===== config.mk =====
export PLATFORM = sky130hd
export DESIGN_NAME = spi_ram_arbiter_flat
export DESIGN_NICKNAME = d
export VERILOG_FILES = /design/src/rtl/spi_ram_arbiter_pkg.sv /design/src/rtl/spi_ram_arbiter_if.sv /design/src/rtl/spi_ram_arbiter_rr_arb2.sv /design/src/rtl/spi_ram_arbiter.sv /design/src/flat_wrapper.sv
export SDC_FILE = /design/constraint.sdc
export NUM_CORES = 1
export LEC_CHECK = 0
export ABC_AREA = 1
export CAP_MARGIN = 20
export CORE_MARGIN = 2
export CORE_UTILIZATION = 43
export DETAILED_ROUTE_END_ITERATION = 12
export GPL_ROUTABILITY_DRIVEN = 0
export PLACE_DENSITY = 0.95
export SYNTH_ARGS = -nofsm -noshare
export SYNTH_HDL_FRONTEND = slang
export SYNTH_SLANG_ARGS = --single-unit

===== constraint.sdc =====
create_clock -name clk -period 3.7 [get_ports clk]
set_input_delay 0.37 -clock clk [delete_from_list [all_inputs] [get_ports clk]]
set_output_delay 0.37 -clock clk [all_outputs]
set_load 0.02 [all_outputs]

===== src/rtl/spi_ram_arbiter_pkg.sv =====
// Shared command encodings, FSM states and field positions for the SPI/host RAM arbiter.
package spi_arb_pkg;

  localparam int unsigned DIN_W  = 10;
  localparam int unsigned DOUT_W = 8;

  localparam int unsigned CMD_MSB = 9;
  localparam int unsigned CMD_LSB = 8;

  localparam logic [1:0] CMD_WR_ADDR = 2'b00;
  localparam logic [1:0] CMD_WR_DATA = 2'b01;
  localparam logic [1:0] CMD_RD_ADDR = 2'b10;
  localparam logic [1:0] CMD_RD_DATA = 2'b11;

  typedef enum logic [1:0] {
    ST_IDLE    = 2'd0,
    ST_LOCKED  = 2'd1,
    ST_WAIT_RD = 2'd2
  } state_t;

endpackage


===== src/rtl/spi_ram_arbiter_if.sv =====
// Requester and RAM side signals of the arbiter; slave = arbiter view, master = surroundings.
interface spi_ram_arbiter_if;
  import spi_arb_pkg::*;

  logic [DIN_W-1:0]  req0_din;
  logic              req0_valid;
  logic              req0_ready;
  logic [DOUT_W-1:0] req0_dout;
  logic              req0_tx_valid;

  logic [DIN_W-1:0]  req1_din;
  logic              req1_valid;
  logic              req1_ready;
  logic [DOUT_W-1:0] req1_dout;
  logic              req1_tx_valid;

  logic [DIN_W-1:0]  ram_din;
  logic              ram_rx_valid;
  logic [DOUT_W-1:0] ram_dout;
  logic              ram_tx_valid;

  logic              rd_timeout;

  modport slave (
    input  req0_din, req0_valid, req1_din, req1_valid, ram_dout, ram_tx_valid,
    output req0_ready, req0_dout, req0_tx_valid,
    output req1_ready, req1_dout, req1_tx_valid,
    output ram_din, ram_rx_valid, rd_timeout
  );

  modport master (
    output req0_din, req0_valid, req1_din, req1_valid, ram_dout, ram_tx_valid,
    input  req0_ready, req0_dout, req0_tx_valid,
    input  req1_ready, req1_dout, req1_tx_valid,
    input  ram_din, ram_rx_valid, rd_timeout
  );
endinterface


===== src/rtl/spi_ram_arbiter_rr_arb2.sv =====
// Combinational two-way round-robin select: rr_ptr breaks ties, a lone requester always wins.
module rr_arb2 (
  input  logic       i_valid0,
  input  logic       i_valid1,
  input  logic       i_rr_ptr,
  output logic [1:0] o_grant,
  output logic       o_winner
);
  logic w_any;

  always_comb begin
    w_any    = i_valid0 | i_valid1;
    o_winner = (i_valid0 & i_valid1) ? i_rr_ptr : i_valid1;
    o_grant  = {w_any & o_winner, w_any & ~o_winner};
  end
endmodule


===== src/rtl/spi_ram_arbiter.sv =====
// Two-requester arbiter for the RAM command port, keeping addr/data pairs atomic.
// Optional read timeout in WAIT_RD is enabled by defining SPI_ARB_RD_TIMEOUT_EN.
module spi_ram_arbiter
  import spi_arb_pkg::*;
#(
  parameter int unsigned RD_TIMEOUT = 15,
  parameter int unsigned CNT_W      = 4
) (
  input logic               clk,
  input logic               rst,
  spi_ram_arbiter_if.slave  bus
);
  state_t            r_state;
  logic              r_owner;
  logic              r_rr_ptr;
  logic [DIN_W-1:0]  r_ram_din;
  logic              r_ram_rx_valid;
  logic [DOUT_W-1:0] r_dout0;
  logic [DOUT_W-1:0] r_dout1;
  logic              r_tx_valid0;
  logic              r_tx_valid1;

  logic [1:0]        w_grant;
  logic              w_winner;
  logic              w_ready0;
  logic              w_ready1;
  logic              w_acc;
  logic              w_acc_id;
  logic [DIN_W-1:0]  w_din;
  logic [1:0]        w_cmd;

  rr_arb2 u_rr_arb2 (
    .i_valid0 (bus.req0_valid),
    .i_valid1 (bus.req1_valid),
    .i_rr_ptr (r_rr_ptr),
    .o_grant  (w_grant),
    .o_winner (w_winner)
  );

  always_comb begin
    w_ready0 = 1'b0;
    w_ready1 = 1'b0;
    case (r_state)
      ST_IDLE: begin
        w_ready0 = w_grant[0];
        w_ready1 = w_grant[1];
      end
      ST_LOCKED: begin
        w_ready0 = ~r_owner;
        w_ready1 = r_owner;
      end
      default: ;
    endcase
    w_acc    = (bus.req0_valid & w_ready0) | (bus.req1_valid & w_ready1);
    w_acc_id = bus.req1_valid & w_ready1;
    w_din    = w_acc_id ? bus.req1_din : bus.req0_din;
    w_cmd    = w_din[CMD_MSB:CMD_LSB];
  end

`ifdef SPI_ARB_RD_TIMEOUT_EN
  logic [CNT_W-1:0] r_cnt;
  logic             r_rd_timeout;
  logic [CNT_W-1:0] w_cnt_next;

  assign w_cnt_next     = r_cnt + CNT_W'(1);
  assign bus.rd_timeout = r_rd_timeout;
`else
  logic w_unused_cfg;

  assign w_unused_cfg   = ^{RD_TIMEOUT, CNT_W, w_winner};
  assign bus.rd_timeout = 1'b0;
`endif

  always_ff @(posedge clk) begin
    if (rst) begin
      r_state        <= ST_IDLE;
      r_owner        <= 1'b0;
      r_rr_ptr       <= 1'b0;
      r_ram_din      <= '0;
      r_ram_rx_valid <= 1'b0;
      r_dout0        <= '0;
      r_dout1        <= '0;
      r_tx_valid0    <= 1'b0;
      r_tx_valid1    <= 1'b0;
`ifdef SPI_ARB_RD_TIMEOUT_EN
      r_cnt          <= '0;
      r_rd_timeout   <= 1'b0;
`endif
    end else begin
      r_ram_rx_valid <= w_acc;
      r_tx_valid0    <= 1'b0;
      r_tx_valid1    <= 1'b0;
`ifdef SPI_ARB_RD_TIMEOUT_EN
      r_rd_timeout   <= 1'b0;
`endif
      if (w_acc) r_ram_din <= w_din;
      case (r_state)
        ST_IDLE, ST_LOCKED: begin
          if (w_acc) begin
            r_owner <= w_acc_id;
            case (w_cmd)
              CMD_WR_ADDR, CMD_RD_ADDR: r_state <= ST_LOCKED;
              CMD_WR_DATA: begin
                // Even a stray WR_DATA in IDLE counts as a release for fairness.
                r_state  <= ST_IDLE;
                r_rr_ptr <= ~w_acc_id;
              end
              default: begin
                r_state <= ST_WAIT_RD;
`ifdef SPI_ARB_RD_TIMEOUT_EN
                r_cnt   <= '0;
`endif
              end
            endcase
          end
        end
        ST_WAIT_RD: begin
          if (bus.ram_tx_valid) begin
            if (r_owner) begin
              r_dout1     <= bus.ram_dout;
              r_tx_valid1 <= 1'b1;
            end else begin
              r_dout0     <= bus.ram_dout;
              r_tx_valid0 <= 1'b1;
            end
            r_state  <= ST_IDLE;
            r_rr_ptr <= ~r_owner;
          end
`ifdef SPI_ARB_RD_TIMEOUT_EN
          else if (w_cnt_next == RD_TIMEOUT[CNT_W-1:0]) begin
            r_state      <= ST_IDLE;
            r_rr_ptr     <= ~r_owner;
            r_rd_timeout <= 1'b1;
          end else begin
            r_cnt <= w_cnt_next;
          end
`endif
        end
        default: r_state <= ST_IDLE;
      endcase
    end
  end

  assign bus.req0_ready    = w_ready0;
  assign bus.req1_ready    = w_ready1;
  assign bus.req0_dout     = r_dout0;
  assign bus.req1_dout     = r_dout1;
  assign bus.req0_tx_valid = r_tx_valid0;
  assign bus.req1_tx_valid = r_tx_valid1;
  assign bus.ram_din       = r_ram_din;
  assign bus.ram_rx_valid  = r_ram_rx_valid;
endmodule


===== src/flat_wrapper.sv =====
// flat-port wrapper written by rule: the top's interface ports become plain ports
module spi_ram_arbiter_flat import spi_arb_pkg::*;
#(
  parameter int unsigned RD_TIMEOUT = 15,
  parameter int unsigned CNT_W      = 4
)
  (clk, rst, bus_req0_din, bus_req0_valid, bus_req1_din, bus_req1_valid, bus_ram_dout, bus_ram_tx_valid, bus_req0_ready, bus_req0_dout, bus_req0_tx_valid, bus_req1_ready, bus_req1_dout, bus_req1_tx_valid, bus_ram_din, bus_ram_rx_valid, bus_rd_timeout);
  spi_ram_arbiter_if bus_i ();
  input logic clk;
  input logic rst;
  input wire logic [$bits(bus_i.req0_din)-1:0] bus_req0_din;
  input wire logic [$bits(bus_i.req0_valid)-1:0] bus_req0_valid;
  input wire logic [$bits(bus_i.req1_din)-1:0] bus_req1_din;
  input wire logic [$bits(bus_i.req1_valid)-1:0] bus_req1_valid;
  input wire logic [$bits(bus_i.ram_dout)-1:0] bus_ram_dout;
  input wire logic [$bits(bus_i.ram_tx_valid)-1:0] bus_ram_tx_valid;
  output wire logic [$bits(bus_i.req0_ready)-1:0] bus_req0_ready;
  output wire logic [$bits(bus_i.req0_dout)-1:0] bus_req0_dout;
  output wire logic [$bits(bus_i.req0_tx_valid)-1:0] bus_req0_tx_valid;
  output wire logic [$bits(bus_i.req1_ready)-1:0] bus_req1_ready;
  output wire logic [$bits(bus_i.req1_dout)-1:0] bus_req1_dout;
  output wire logic [$bits(bus_i.req1_tx_valid)-1:0] bus_req1_tx_valid;
  output wire logic [$bits(bus_i.ram_din)-1:0] bus_ram_din;
  output wire logic [$bits(bus_i.ram_rx_valid)-1:0] bus_ram_rx_valid;
  output wire logic [$bits(bus_i.rd_timeout)-1:0] bus_rd_timeout;
  assign bus_i.req0_din = bus_req0_din;
  assign bus_i.req0_valid = bus_req0_valid;
  assign bus_i.req1_din = bus_req1_din;
  assign bus_i.req1_valid = bus_req1_valid;
  assign bus_i.ram_dout = bus_ram_dout;
  assign bus_i.ram_tx_valid = bus_ram_tx_valid;
  assign bus_req0_ready = bus_i.req0_ready;
  assign bus_req0_dout = bus_i.req0_dout;
  assign bus_req0_tx_valid = bus_i.req0_tx_valid;
  assign bus_req1_ready = bus_i.req1_ready;
  assign bus_req1_dout = bus_i.req1_dout;
  assign bus_req1_tx_valid = bus_i.req1_tx_valid;
  assign bus_ram_din = bus_i.ram_din;
  assign bus_ram_rx_valid = bus_i.ram_rx_valid;
  assign bus_rd_timeout = bus_i.rd_timeout;
  spi_ram_arbiter #(.RD_TIMEOUT(RD_TIMEOUT), .CNT_W(CNT_W)) u_core (.clk(clk), .rst(rst), .bus(bus_i));
endmodule

==> out/metrics.yaml, run 1 <==
cts:
  postCtsSetupRepairBufs: 0
  root_buffer: "clkbuf_4"
  ctsResizeCount: 0
  clock_sinks: 33
  clock_latency_ns: 0.32
  htreeDepth: 2
  cts_hold_buf: 0
  path_clk_slew_ns: 0.09
  clock_tree.buffer_depth: 2
  cts_buffers: 5
  cts_tree: "done"
setup_path:
  required_ns: 3.33
  cp-end-kind: "primary output"
  r2r-start: "u_core.r_owner"
  critPathLaunchType: "flip-flop"
  r2r_cells: 8
  reg2reg_to: "u_core.bus.ram_din[0]"
  arrival_ns: 1.89
  worstSetupPathType: "reg2out"
  worstPathMaxFanout: 14
  rrSetupSlack_ns: 1.97
synth:
  syn_nets: 216
  synthDistinctLibCells: 22
  yosys_warnings: 0
  syn_area_um2: 1360
  syn_avg_cell_area_um2: 7.42
  synth_cells: 183
  ys_ff_latch: 33
  ys_seq_area_share_pct: 48.7
finish:
  layout-drive-gt1-share_pct: 6.50
  multiInputGateArea_um2: 608
  finalNonFillerCells: 290
  area_delta_synth_final_pct: 51.2
  finish.instance_area_um2: 2050
  antenna_cells: 0
  n_fill_cell: 250
  final-seq-area_um2: 661
  nets: 279
pwr:
  p_per_area_nw_per_um2: 376
  p_leak_nw: 0.803
  fin_total_pwr_uw: 772
  ir_worst_vdd_mv: 0.254
hold_path:
  hp-class: "reg2reg"
  hold_depth: 2
  min_from: "u_core.bus.req1_dout[6]"
  whs_endpoint: "u_core.bus.req1_dout[6]"
routing:
  ant_nets: 0
  via_per_inst: 4.71
  drt_first_pass_iters: 4
  drc: 0
  dr_total_vias: 1367
  routed_wl_mm: 3.26
  dr.first_iter.drc_count: 66
  wire_per_inst_um: 11.2
die:
  chipWidth_um: 60.2
  start_util_pct: 44.8
  die_area_um2: 3620
  io_pins: 65
  coreArea_um2: 3030
  die_height_um: 60.2
  std_cell_rows: 20
global_route:
  antenna_found_initial: 0
  grtUsageTotal_pct: 20.1
  grt_max_degree: 22
  globalRoute.totalOverflow: 0
  grt_pass1_vias: 1251
  grt_pass1_wl_mm: 5.43
sta:
  drv_slew: 0
  finalCritPeriodShare_pct: 61.1
  max_slew_margin_pct: 48.5
  fin_crit_ns: 2.26
  rsz0062_at_grt: "false"
  clock_skew_ns: 0.00241
  setup_viol: 0
  worstMarginPinSlew_ns: 0.770
  finalSetupTns_ns: 0
  max_freq_mhz: 442
  hold_viol: 0
placement:
  detailed_place.area_um2: 2000
  port_buffers: 63
  place_inst: 283
  place_hpwl_mm: 2.41
job:
  max_cap_violations: 0
outcome:
  outcome: "finished, final reports clean"
## cell usage in the layout (no fill, tap or decap)
cell and count:
conb_1 1, clkbuf_1 1, nor2_2 1, clkbuf_4 5, nand2_1 29, clkdlybuf4s50_1 63
nand3b_1 1, a21oi_1 19, nand2_4 2, dfxtp_1 33, nand2_2 4, o21ai_1 2
inv_6 1, nor3_1 1, clkinv_1 3, clkbuf_8 1, o21ai_0 18, nand3_2 1
nand3_1 13, a21oi_2 1, inv_1 6, nor2_1 40
## through the flow
stage	setup slack, ns	hold WS, ns	utilization (%)
2_1_floorplan	2.12	0.497	-
3_3_place_gp	1.55	0.449	66.0
3_5_place_dp	1.51	0.454	66.0
4_1_cts	1.44	0.468	67.8
5_1_grt	1.32	0.478	67.8
6_report	1.44	0.465	67.8
## synth_stat cells
master / count / area share [%]
nor2_1: 40 / 11
dfxtp_1: 33 / 49
nand2_2: 4 / 1.8
nand3_1: 13 / 4.8
clkbuf_1: 3 / 0.83
conb_1: 1 / 0.28
clkinv_1: 3 / 0.83
inv_1: 6 / 1.7
o21ai_0: 18 / 6.6
nand3_2: 1 / 0.74
o21ai_1: 2 / 0.74
nor3_1: 1 / 0.37
nand3b_1: 1 / 0.55
a21oi_1: 19 / 7.0
nand2_4: 2 / 1.7
buf_4: 2 / 1.1
a21oi_2: 1 / 0.65
nor2_2: 1 / 0.46
buf_8: 1 / 1.1
inv_6: 1 / 0.65
nand2_1: 29 / 8.0
buf_2: 1 / 0.37
## power by group
group | internal [mW] | switching (mW) | total (mW) | leakage (nW)
logic | 0.0887 | 0.0980 | 0.187 | 0.503
clock network | 0.0896 | 0.106 | 0.196 | 0.0314
registers | 0.376 | 0.0139 | 0.390 | 0.268
## per-layer routing
| metal | track usage [%] | vias up | part of all wire (%) |
|---|---|---|---|
| met3 | 6.06 | 2 | 6.6 |
| met1 | 23.6 | 609 | 43 |
| met4 | 8.89 | 0 | 1.0 |
| li1 | - | 716 | - |
| met2 | 33.4 | 40 | 49 |
| met5 | 0 | - | 0 |
## sequential cells by signal (all words and copies together), names as in the netlist
signal	flops
u_core.bus.ram_din	10
u_core.bus.ram_rx_valid	1
u_core.bus.req0_dout	8
u_core.bus.req0_tx_valid	1
u_core.bus.req1_dout	8
u_core.bus.req1_tx_valid	1
u_core.r_owner	1
u_core.r_rr_ptr	1
u_core.r_state	2
## how the worst max path moves through the flow
stage	from	end	slack [ns]	cells after the start
2_1_floorplan	u_core.r_state[1]	u_core.bus.ram_din[2]	2.12	11
3_3_place_gp	bus_req1_valid	bus_req1_ready	1.55	4
3_5_place_dp	bus_req1_valid	bus_req1_ready	1.51	4
4_1_cts	u_core.r_owner	bus_req1_ready	1.44	3
5_1_grt	u_core.r_owner	bus_req1_ready	1.32	3
6_report	u_core.r_owner	bus_req1_ready	1.44	3
## cell type report
type                            count  share of cell area [%]
Clock buffer                        7                    2.68
Inverter                           10                    2.07
Multi-Input combinational cell    133                    29.6
Sequential cell                    33                    32.2
Tap cell                           44                    2.68
Timing Repair Buffer               63                    30.7
## logic make-up after synthesis
logic type,after synthesis,share of synthesized area (%)
buffers and inverters,17,6.54
DFF,33,48.7
AOI/OAI and AO/OA,40,15.0
and+or+nand+nor,92,29.5
other,1,0.276
## critical path, cell delays in order (launching register included)
cell and delay (ns):
dfxtp_1 0.62, nand3_1 0.19, nand2_2 0.15, clkdlybuf4s50_1 0.61
Note: power is estimated with default switching activity, not from simulation.
==> run 2: changes to the inputs <==
--- a/config.mk
+++ b/config.mk
@@ -8,10 +8,10 @@
 export ABC_AREA = 1
 export CAP_MARGIN = 20
 export CORE_MARGIN = 2
-export CORE_UTILIZATION = 43
+export CORE_UTILIZATION = 40
 export DETAILED_ROUTE_END_ITERATION = 12
 export GPL_ROUTABILITY_DRIVEN = 0
-export PLACE_DENSITY = 0.95
+export PLACE_DENSITY = 0.91
 export SYNTH_ARGS = -nofsm -noshare
 export SYNTH_HDL_FRONTEND = slang
 export SYNTH_SLANG_ARGS = --single-unit
==> constraint.sdc (replaced) <==
create_clock -name clk -period 2.2 [get_ports clk]
set_input_delay 0.22 -clock clk [delete_from_list [all_inputs] [get_ports clk]]
set_output_delay 0.22 -clock clk [all_outputs]
set_load 0.02 [all_outputs]
==> run 2 against run 1 <==
Via count is 5.2% higher; critical path depth grew 1; largest cell class unchanged; sequential share of layout area fell by 0.45 points; total power up 69%.
==> out/metrics.yaml, run 2 (synthesis results as in run 1) <==
finish:
  n_fill_cell: 299  # +20%
  final_cell_mix: "clkdlybuf4s50_1 (63), nor2_1 (40), dfxtp_1 (33), nand2_1 (29), a21oi_1 (19)"
  finalNonFillerCells: 297  # +2.4%
  nets: 283  # +1.4%
  area_delta_synth_final_pct: 53.3
  layout-drive-gt1-share_pct: 8.37  # +1.9 points
  final_common_cell: "clkdlybuf4s50_1"
  largest_reg_flops: 10  # unchanged
  antenna_cells: 0  # unchanged
  finish.instance_area_um2: 2080  # +1.4%
sta:
  drv_slew: 0  # unchanged
  fin_crit_ns: 1.90
  hold_viol: 0  # unchanged
  clock_skew_ns: 0.00493  # +0.00253 ns
  setup_viol: 0  # unchanged
  rsz0062_at_grt: "false"
  max_freq_mhz: 526
  finalCritPeriodShare_pct: 86.4
  finalSetupTns_ns: 0  # unchanged
  setup_ws_ns: 0.299  # -1.14 ns
global_route:
  busiest_layer: "met2"
  met1_usage_pct: 23.0  # -0.61 points
  grt_max_degree: 21  # -4.5%
  grtUsageTotal_pct: 20.6  # +0.53 points
  grt_util_met3_pct: 8.51  # +2.5 points
  grt_pass1_wl_mm: 6.37  # +17%
  globalRoute.totalOverflow: 0  # unchanged
  grt_pass1_vias: 1425  # +14%
  use_met2_pct: 36.1  # +2.8 points
  antenna_found_initial: 0  # unchanged
setup_path:
  rrSetupSlack_ns: 0.58  # -1.39 ns
  cp_slowest_stage_delay_ns: 0.62  # about the same
  worstPathCellList: "clkdlybuf4s50_1 -> nand3_1 -> nand2_2 -> clkdlybuf4s50_1"
  endpoint: "bus_req1_ready"
  critPathLaunchType: "primary input"
  path_depth: 4  # +1
  critPathMostFrequentCell: "clkdlybuf4s50_1"
  cp_top_family: "buffers and inverters"
  startpoint: "bus_req1_valid"
  required_ns: 1.98  # -1.35 ns
  cp-end-kind: "primary output"
  slowest_stage: "clkdlybuf4s50_1"
  r2r_cells: 9  # +1
  arrival_ns: 1.68  # -0.21 ns
  r2r-start: "u_core.r_state[0]"
  worstPathMaxFanout: 5  # -9
  worstSetupPathType: "in2out"
  reg2reg_to: "u_core.bus.ram_din[1]"
  cp_num_buf_inv: 2  # +1
cts:
  cts_tree: "done"
  ctsResizeCount: 0  # unchanged
  path_clk_slew_ns: 0.10  # about the same
  htreeDepth: 2  # unchanged
  clock_latency_ns: 0.33  # about the same
  cts_hold_buf: 0  # unchanged
  clock_sinks: 33  # unchanged
  postCtsSetupRepairBufs: 0  # unchanged
  root_buffer: "clkbuf_4"
  clock_tree.buffer_depth: 2  # unchanged
  cts_buffers: 5  # unchanged
die:
  coreArea_um2: 3280  # +8.5%
  die_area_um2: 3880  # +7.0%
  start_util_pct: 41.3  # -3.5 points
  die_height_um: 62.3  # +3.4%
  chipWidth_um: 62.3  # +3.4%
  std_cell_rows: 21  # +5.0%
  io_pins: 65  # unchanged
placement:
  place_hpwl_mm: 2.73  # +13%
  dpl_worst_slack_ns: 0.259  # -1.25 ns
  place_inst: 289  # +2.1%
  detailed_place.area_um2: 2030  # +1.6%
  port_buffers: 63  # unchanged
routing:
  drc: 0  # unchanged
  ant_nets: 0  # unchanged
  drt_first_pass_iters: 4  # unchanged
  wire_per_inst_um: 12.5  # +12%
  dr_total_vias: 1438  # +5.2%
  via_per_inst: 4.84  # +2.7%
  routed_wl_mm: 3.72  # +14%
  dr.first_iter.drc_count: 29  # -56%
pwr:
  p_per_area_nw_per_um2: 626  # +66%
  p_leak_nw: 0.824  # +2.7%
  ir_worst_vdd_mv: 0.402  # +58%
outcome:
  outcome: "finished, final reports clean"
job:
  max_cap_violations: 0  # unchanged
hold_path:
  min_from: "u_core.bus.ram_din[8]"
  hp-class: "reg2reg"
[run 2: power breakdown]
part,leakage [nW],switching [mW],total [mW],internal [mW]
combinational,0.524,0.175,0.328,0.153
clock,0.0320,0.202,0.323,0.122
sequential,0.268,0.0196,0.652,0.632
total,0.824,0.396,1.30,0.907
[run 2: per-layer routing]
metal	routed length [µm]	vias to the layer above	part of all wire, %
li1	-	722	-
met1	1560	652	42
met2	1790	57	48
met3	322	7	8.6
met4	46	0	1.2
met5	0	-	0
[run 2: tightest hold or removal path, stage by stage, from the launching register on]
cell,delay (ns)
dfxtp_1,0.32
nand2_1,0.06
a21oi_1,0.05
[run 2: final cells by class]
cell class	instances	area [µm²]	area share (%)
Sequential cell	33	661	31.7
Timing Repair Buffer	67	661	31.7
Multi-Input combinational cell	133	608	29.2
Tap cell	46	57.6	2.77
Inverter	10	42.5	2.04
Clock buffer	6	41.3	1.98
Clock inverter	2	10.0	0.481
[run 2: worst min-delay path by stage]
stage / slack (ns) / endpoint / cells past startpoint
after floorplan: 0.35 / u_core.bus.req0_dout[0] / 2
after global placement: 0.45 / u_core.bus.req1_dout[5] / 2
after detailed placement: 0.46 / u_core.bus.ram_din[8] / 2
after CTS: 0.47 / u_core.bus.ram_din[8] / 2
after global routing: 0.48 / u_core.bus.req1_dout[2] / 3
final: 0.47 / u_core.bus.ram_din[8] / 2
[run 2: stage by stage]
stage | total power [mW] | hold slack (ns) | utilization [%]
finish | 1.30 | 0.466 | 63.4
global route | 1.38 | 0.480 | 63.4
CTS | 1.32 | 0.471 | 63.4
detailed placement | 0.994 | 0.456 | 61.8
global placement | 0.987 | 0.447 | 61.8
floorplan | 0.844 | 0.355 | -
